### src/rtl/riscv_pkg.sv
// Shared definitions for the instruction fetch stage.
//   XLEN          : default datapath / PC width
//   NOP_INSTR     : canonical RISC-V NOP (addi x0, x0, 0), used for pipeline bubbles
//   fetch_state_e : fetch FSM states (issue request, wait for response, hold buffered word)
package riscv_pkg;

  localparam int XLEN = 32;

  localparam logic [31:0] NOP_INSTR = 32'h0000_0013;

  typedef enum logic [1:0] {
    FETCH_ISSUE = 2'd0,
    FETCH_WAIT  = 2'd1,
    FETCH_HOLD  = 2'd2
  } fetch_state_e;

endpackage

### src/rtl/if_id_reg.sv
// IF/ID pipeline register.
// Ports:
//   clk, rst   : clock, synchronous active-high reset (clears to bubble, pc 0)
//   bubble_i   : force a bubble (NOP, valid=0); highest priority after reset
//   load_i     : capture {pc_i, instr_i} as a valid instruction
//   hold_i     : keep current contents when not loading
//   pc_i       : PC of incoming instruction
//   instr_i    : incoming instruction word
//   pc_o       : held PC
//   instr_o    : held instruction
//   valid_o    : held entry is a real instruction
// With neither load_i nor hold_i asserted the register advances with no
// instruction available, so it takes a bubble. A bubble leaves pc_o as is.
module if_id_reg
  import riscv_pkg::*;
#(
  parameter int XLEN = riscv_pkg::XLEN
) (
  input  logic            clk,
  input  logic            rst,
  input  logic            bubble_i,
  input  logic            load_i,
  input  logic            hold_i,
  input  logic [XLEN-1:0] pc_i,
  input  logic [31:0]     instr_i,
  output logic [XLEN-1:0] pc_o,
  output logic [31:0]     instr_o,
  output logic            valid_o
);

  logic [XLEN-1:0] pc_q;
  logic [31:0]     instr_q;
  logic            valid_q;

  always_ff @(posedge clk) begin
    if (rst) begin
      pc_q    <= '0;
      instr_q <= NOP_INSTR;
      valid_q <= 1'b0;
    end else if (bubble_i || (!load_i && !hold_i)) begin
      instr_q <= NOP_INSTR;
      valid_q <= 1'b0;
    end else if (load_i) begin
      pc_q    <= pc_i;
      instr_q <= instr_i;
      valid_q <= 1'b1;
    end
  end

  assign pc_o    = pc_q;
  assign instr_o = instr_q;
  assign valid_o = valid_q;

endmodule

### src/rtl/fetch_unit.sv
// Instruction fetch unit: PC, fetch FSM, one-entry response buffer and IF/ID.
// Ports:
//   clk, rst        : clock, synchronous active-high reset
//   pc_write        : hazard unit PC enable (0 = stall)
//   if_id_write     : hazard unit IF/ID enable (0 = hold)
//   flush           : taken branch/jump, redirect to branch_target
//   branch_target   : redirect address (low two bits ignored)
//   imem_req        : one-cycle request strobe per fetch
//   imem_addr       : fetch address (current PC)
//   imem_rvalid     : response valid
//   imem_rdata      : response instruction word
//   if_id_pc/instr/valid : IF/ID contents
//   if_id_rs1/rs2   : source register fields of the IF/ID instruction
//   fetch_busy      : a request is outstanding
module fetch_unit
  import riscv_pkg::*;
#(
  parameter int              XLEN     = riscv_pkg::XLEN,
  parameter logic [XLEN-1:0] RESET_PC = '0
) (
  input  logic            clk,
  input  logic            rst,
  input  logic            pc_write,
  input  logic            if_id_write,
  input  logic            flush,
  input  logic [XLEN-1:0] branch_target,
  output logic            imem_req,
  output logic [XLEN-1:0] imem_addr,
  input  logic            imem_rvalid,
  input  logic [31:0]     imem_rdata,
  output logic [XLEN-1:0] if_id_pc,
  output logic [31:0]     if_id_instr,
  output logic            if_id_valid,
  output logic [4:0]      if_id_rs1,
  output logic [4:0]      if_id_rs2,
  output logic            fetch_busy
);

  fetch_state_e    state_q, state_d;
  logic [XLEN-1:0] pc_q, pc_d;
  logic            drop_q, drop_d;
  logic [31:0]     buf_q, buf_d;

  logic            advance;
  logic            deliver_mem;
  logic            deliver_buf;
  logic            ifid_load;
  logic            ifid_hold;
  logic [31:0]     ifid_instr_in;
  logic [XLEN-1:0] redirect_pc;
  logic [XLEN-1:0] pc_plus4;

  assign advance     = pc_write & if_id_write;
  assign redirect_pc = branch_target & ~XLEN'(3);
  assign pc_plus4    = pc_q + XLEN'(4);

  // A response is only usable if it is not the stale answer to a request
  // issued before a redirect.
  assign deliver_mem   = (state_q == FETCH_WAIT) && imem_rvalid && !drop_q && !flush && advance;
  assign deliver_buf   = (state_q == FETCH_HOLD) && !flush && advance;
  assign ifid_load     = deliver_mem | deliver_buf;
  assign ifid_hold     = ~advance;
  assign ifid_instr_in = deliver_buf ? buf_q : imem_rdata;

  always_comb begin
    state_d = state_q;
    pc_d    = pc_q;
    drop_d  = drop_q;
    buf_d   = buf_q;
    unique case (state_q)
      FETCH_ISSUE: begin
        state_d = FETCH_WAIT;
        // The request just issued will still answer; mark it for discard.
        if (flush) drop_d = 1'b1;
      end
      FETCH_WAIT: begin
        if (imem_rvalid) begin
          drop_d = 1'b0;
          if (flush || drop_q) begin
            state_d = FETCH_ISSUE;
          end else if (advance) begin
            state_d = FETCH_ISSUE;
            pc_d    = pc_plus4;
          end else begin
            state_d = FETCH_HOLD;
            buf_d   = imem_rdata;
          end
        end else if (flush) begin
          drop_d = 1'b1;
        end
      end
      FETCH_HOLD: begin
        if (flush) begin
          state_d = FETCH_ISSUE;
          buf_d   = '0;
        end else if (advance) begin
          state_d = FETCH_ISSUE;
          pc_d    = pc_plus4;
        end
      end
      default: state_d = FETCH_ISSUE;
    endcase
    if (flush) pc_d = redirect_pc;
  end

  always_ff @(posedge clk) begin
    if (rst) begin
      state_q <= FETCH_ISSUE;
      pc_q    <= RESET_PC;
      drop_q  <= 1'b0;
      buf_q   <= '0;
    end else begin
      state_q <= state_d;
      pc_q    <= pc_d;
      drop_q  <= drop_d;
      buf_q   <= buf_d;
    end
  end

  // Request is suppressed while reset is held so the first strobe lands in
  // the first cycle after release.
  assign imem_req   = (state_q == FETCH_ISSUE) && !rst;
  assign imem_addr  = pc_q;
  assign fetch_busy = (state_q == FETCH_WAIT);

  if_id_reg #(
    .XLEN(XLEN)
  ) u_if_id (
    .clk     (clk),
    .rst     (rst),
    .bubble_i(flush),
    .load_i  (ifid_load),
    .hold_i  (ifid_hold),
    .pc_i    (pc_q),
    .instr_i (ifid_instr_in),
    .pc_o    (if_id_pc),
    .instr_o (if_id_instr),
    .valid_o (if_id_valid)
  );

  assign if_id_rs1 = if_id_instr[19:15];
  assign if_id_rs2 = if_id_instr[24:20];

endmodule

### config.mk
export PLATFORM = sky130hd
export DESIGN_NAME = fetch_unit
export DESIGN_NICKNAME = d
export VERILOG_FILES = /design/src/rtl/riscv_pkg.sv /design/src/rtl/if_id_reg.sv /design/src/rtl/fetch_unit.sv
export SDC_FILE = /design/constraint.sdc
export NUM_CORES = 1
export LEC_CHECK = 0
export BUFFER_PORTS_ARGS = -buffer_cell sky130_fd_sc_hd__clkbuf_2
export CAP_MARGIN = 0
export CORE_MARGIN = 4
export CORE_UTILIZATION = 32
export CTS_BUF_LIST = sky130_fd_sc_hd__clkbuf_16
export DETAILED_ROUTE_END_ITERATION = 10
export GPL_ROUTABILITY_DRIVEN = 0
export GPL_TIMING_DRIVEN = 0
export SETUP_SLACK_MARGIN = 0.5
export SYNTH_ARGS = -nofsm -noshare
export SYNTH_HDL_FRONTEND = slang
export SYNTH_HIERARCHICAL = 1
export SYNTH_SLANG_ARGS = --single-unit
### constraint.sdc
create_clock -name clk -period 6.84 [get_ports clk]
set_clock_uncertainty 0.1 [all_clocks]
set_input_delay 1.368 -clock clk [delete_from_list [all_inputs] [get_ports clk]]
set_output_delay 1.368 -clock clk [all_outputs]
set_load 0.005 [all_outputs]
==> impl_results.md <==
* Outcome: finished, final reports clean
* Placed cells at 1,181
* Worst ir drop on vdd at 0.166 mV
* 1st-pass router iterations at 5
* Final setup fails at 0
* Mean post-synth cell area at 8.36 um^2
* # diodes at 0
* First-pass GRT wire length at 33,100 um
* Worst slew margin at 0.432
* Cell Pwr Density at 233 nW/um^2
* Worst Setup Start Kind: input pin
* Final ANT Viol Nets at 0
* Combinational share of power at 0.082
* Top FF cell, synth: dfxtp_1
* Detail Placement HPWL at 15,200 um
* Largest net degree at the start of global routing at 17
* Worst-path fanout max at 10
* Switching Fraction at 0.260
* Slew @ Worst Pin at 0.845 ns
* Hold buffer count at cts at 0
* Final nets at 1,011
* Unique cell type count in the Yosys netlist at 63
* Area delta synth->final at 28.6%
* RSZ-0062 raised after global routing: no
* Via density at 5.16
* CTS root buf: clkbuf_16
* Non-Filler Instances at 1,213
* Fraction of layout instances using a drive strength above 1 at 0.298
* Final Hold Fails at 0
* Post-synth ARST share at 0
* Reg power frac at 0.431
* Final wirelength at 20,800 um
* Post-synthesis sequential area ratio at 0.418
* CTS tree: done
* Area of the core at 18,900 um^2
* P_sw at 0.484 mW
* Final period utilization at 0.552
* Internal Power at 1.38 mW
* Fmax at 265 MHz
* FF+latch count, synth at 130
* Commonest non-fill, non-tap cell in the layout: clkbuf_2
* Clk Latency, worst-skew pair at 0.42 ns
* Clock Tree Buf Depth at 2
* Worst Setup Path Type: input pin to output pin
* LEAKAGE at 3.04 nW
* Number of max-cap violations at 0
* DIE AREA at 21,800 um^2
* Vias at 6,256
* Final TNS setup at 0 ns
* Final min period at 3.77 ns
* Post-synth EDFFs at 0
* Slew Limit Fails at 0
* YS warnings at 6
* IO buf count at 173
* CP endpoint kind: output pin
* Clock share of power at 0.487
* Mapped Cells at 745
* Die span in x at 148 um
* Clock slew at the register clock pins of the worst setup and hold paths at 0.05 ns
* Number of setup buffers added after CTS at 0
* Via count of the first global-routing pass at 6,044
* Fillers at 1,987
* Hold WS at 0.349 ns
* Gr usage total at 0.190
* DRC violations left at 0
* CTS H-Tree Depth at 4
* Die Span Y at 148 um
* Clock Sinks at 130
* Resize count post-CTS at 0
* CTS buffer count at 17
* Grt ovf at 0
* WL per Instance at 17.2 um
* Hold Path Class: flip-flop to flip-flop
* Required time at the worst-slack endpoint at 5.37 ns
* Synthesized area at 6230 um^2
* Arr. time, crit path at 2.31 ns
* Top-level I/O count at 179
* Initial antenna violation count at 1
* 1st-iter DRT viols at 535
* Starting Density at 0.330
* Std cell rows at 50
* Most frequent cells in the layout: clkbuf_2, nand2_1, dfxtp_1
## final timing paths
kind	startpoint	cells past startpoint	slack, ns	end
max reg2reg	state_q[1]$_SDFFE_PP0P_	10	3.94	u_if_id/pc_o[3]$_SDFFE_PP0P_
min	buf_q[8]$_SDFFE_PP0P_	2	0.35	buf_q[8]$_SDFFE_PP0P_
max	rst	4	3.07	imem_req
min reg2reg	buf_q[8]$_SDFFE_PP0P_	2	0.35	buf_q[8]$_SDFFE_PP0P_
## area by class of cell
cell class	count	area, um^2	area share
Buffer	77	422	0.0526
Sequential cell	130	2600	0.325
Inverter	9	33.8	0.00422
Clock buffer	17	425	0.0531
Clock inverter	15	154	0.0192
Timing Repair Buffer	173	866	0.108
Tap cell	260	325	0.0406
Multi-Input combinational cell	532	3180	0.397
## kinds of logic after synthesis
family,synth area share
simple gates,0.266
compound gates,0.173
flops,0.418
buf+inv,0.0731
mux,0.0611
xor+xnor,0.00563
fa+ha+maj,0.00201
other cells,0.000602
## flip-flops by register name (all words and copies together), names as in the netlist
register         flops
state_q              2
u_if_id/valid_o      1
imem_addr           30
u_if_id/pc_o        32
buf_q               32
drop_q               1
u_if_id/instr_o     32
## power by group through the flow
| stage | logic (mW) | clock network, mW | registers [mW] |
|---|---|---|---|
| 2_1_floorplan | 0.0844 | 0 | 0.811 |
| 3_3_place_gp | 0.152 | 0 | 0.820 |
| 3_5_place_dp | 0.153 | 0 | 0.819 |
| 4_1_cts | 0.153 | 0.927 | 0.803 |
| 5_1_grt | 0.169 | 0.961 | 0.806 |
| 6_report | 0.152 | 0.908 | 0.803 |
## stage by stage
step	instance area (um^2)	worst slack [ns]	total power, mW	utilization
floorplan	6240	3.48	0.896	-
global placement	7430	2.74	0.972	0.393
detailed placement	7430	2.78	0.972	0.393
CTS	8010	3.05	1.88	0.424
global route	8010	2.97	1.94	0.424
finish	8010	3.07	1.86	0.424
## critical path: stages
cell	delay, ns
clkbuf_1	0.17
clkbuf_1	0.51
nor3_1	0.10
clkbuf_2	0.15
## routing by layer
layer	share of wire	GRT usage	routed length, um
met3	0.071	0.0490	1480
met5	0.00062	0	13
met4	0.018	0.0634	374
met2	0.46	0.297	9620
met1	0.45	0.255	9340
## cells in the mapped netlist (10+ instances only)
master,instances,area share
clkbuf_1,36,0.022
a21oi_1,99,0.080
mux2_2,32,0.058
nand3b_1,29,0.035
dfxtp_1,130,0.42
buf_2,13,0.010
nand4_1,39,0.039
nor2_1,28,0.017
buf_4,17,0.020
nand3_1,11,0.0088
a211oi_1,11,0.013
nor2b_1,12,0.012
and4_1,10,0.014
a311oi_1,10,0.014
nand2_1,140,0.084
Power figures use the tool's default switching activity.
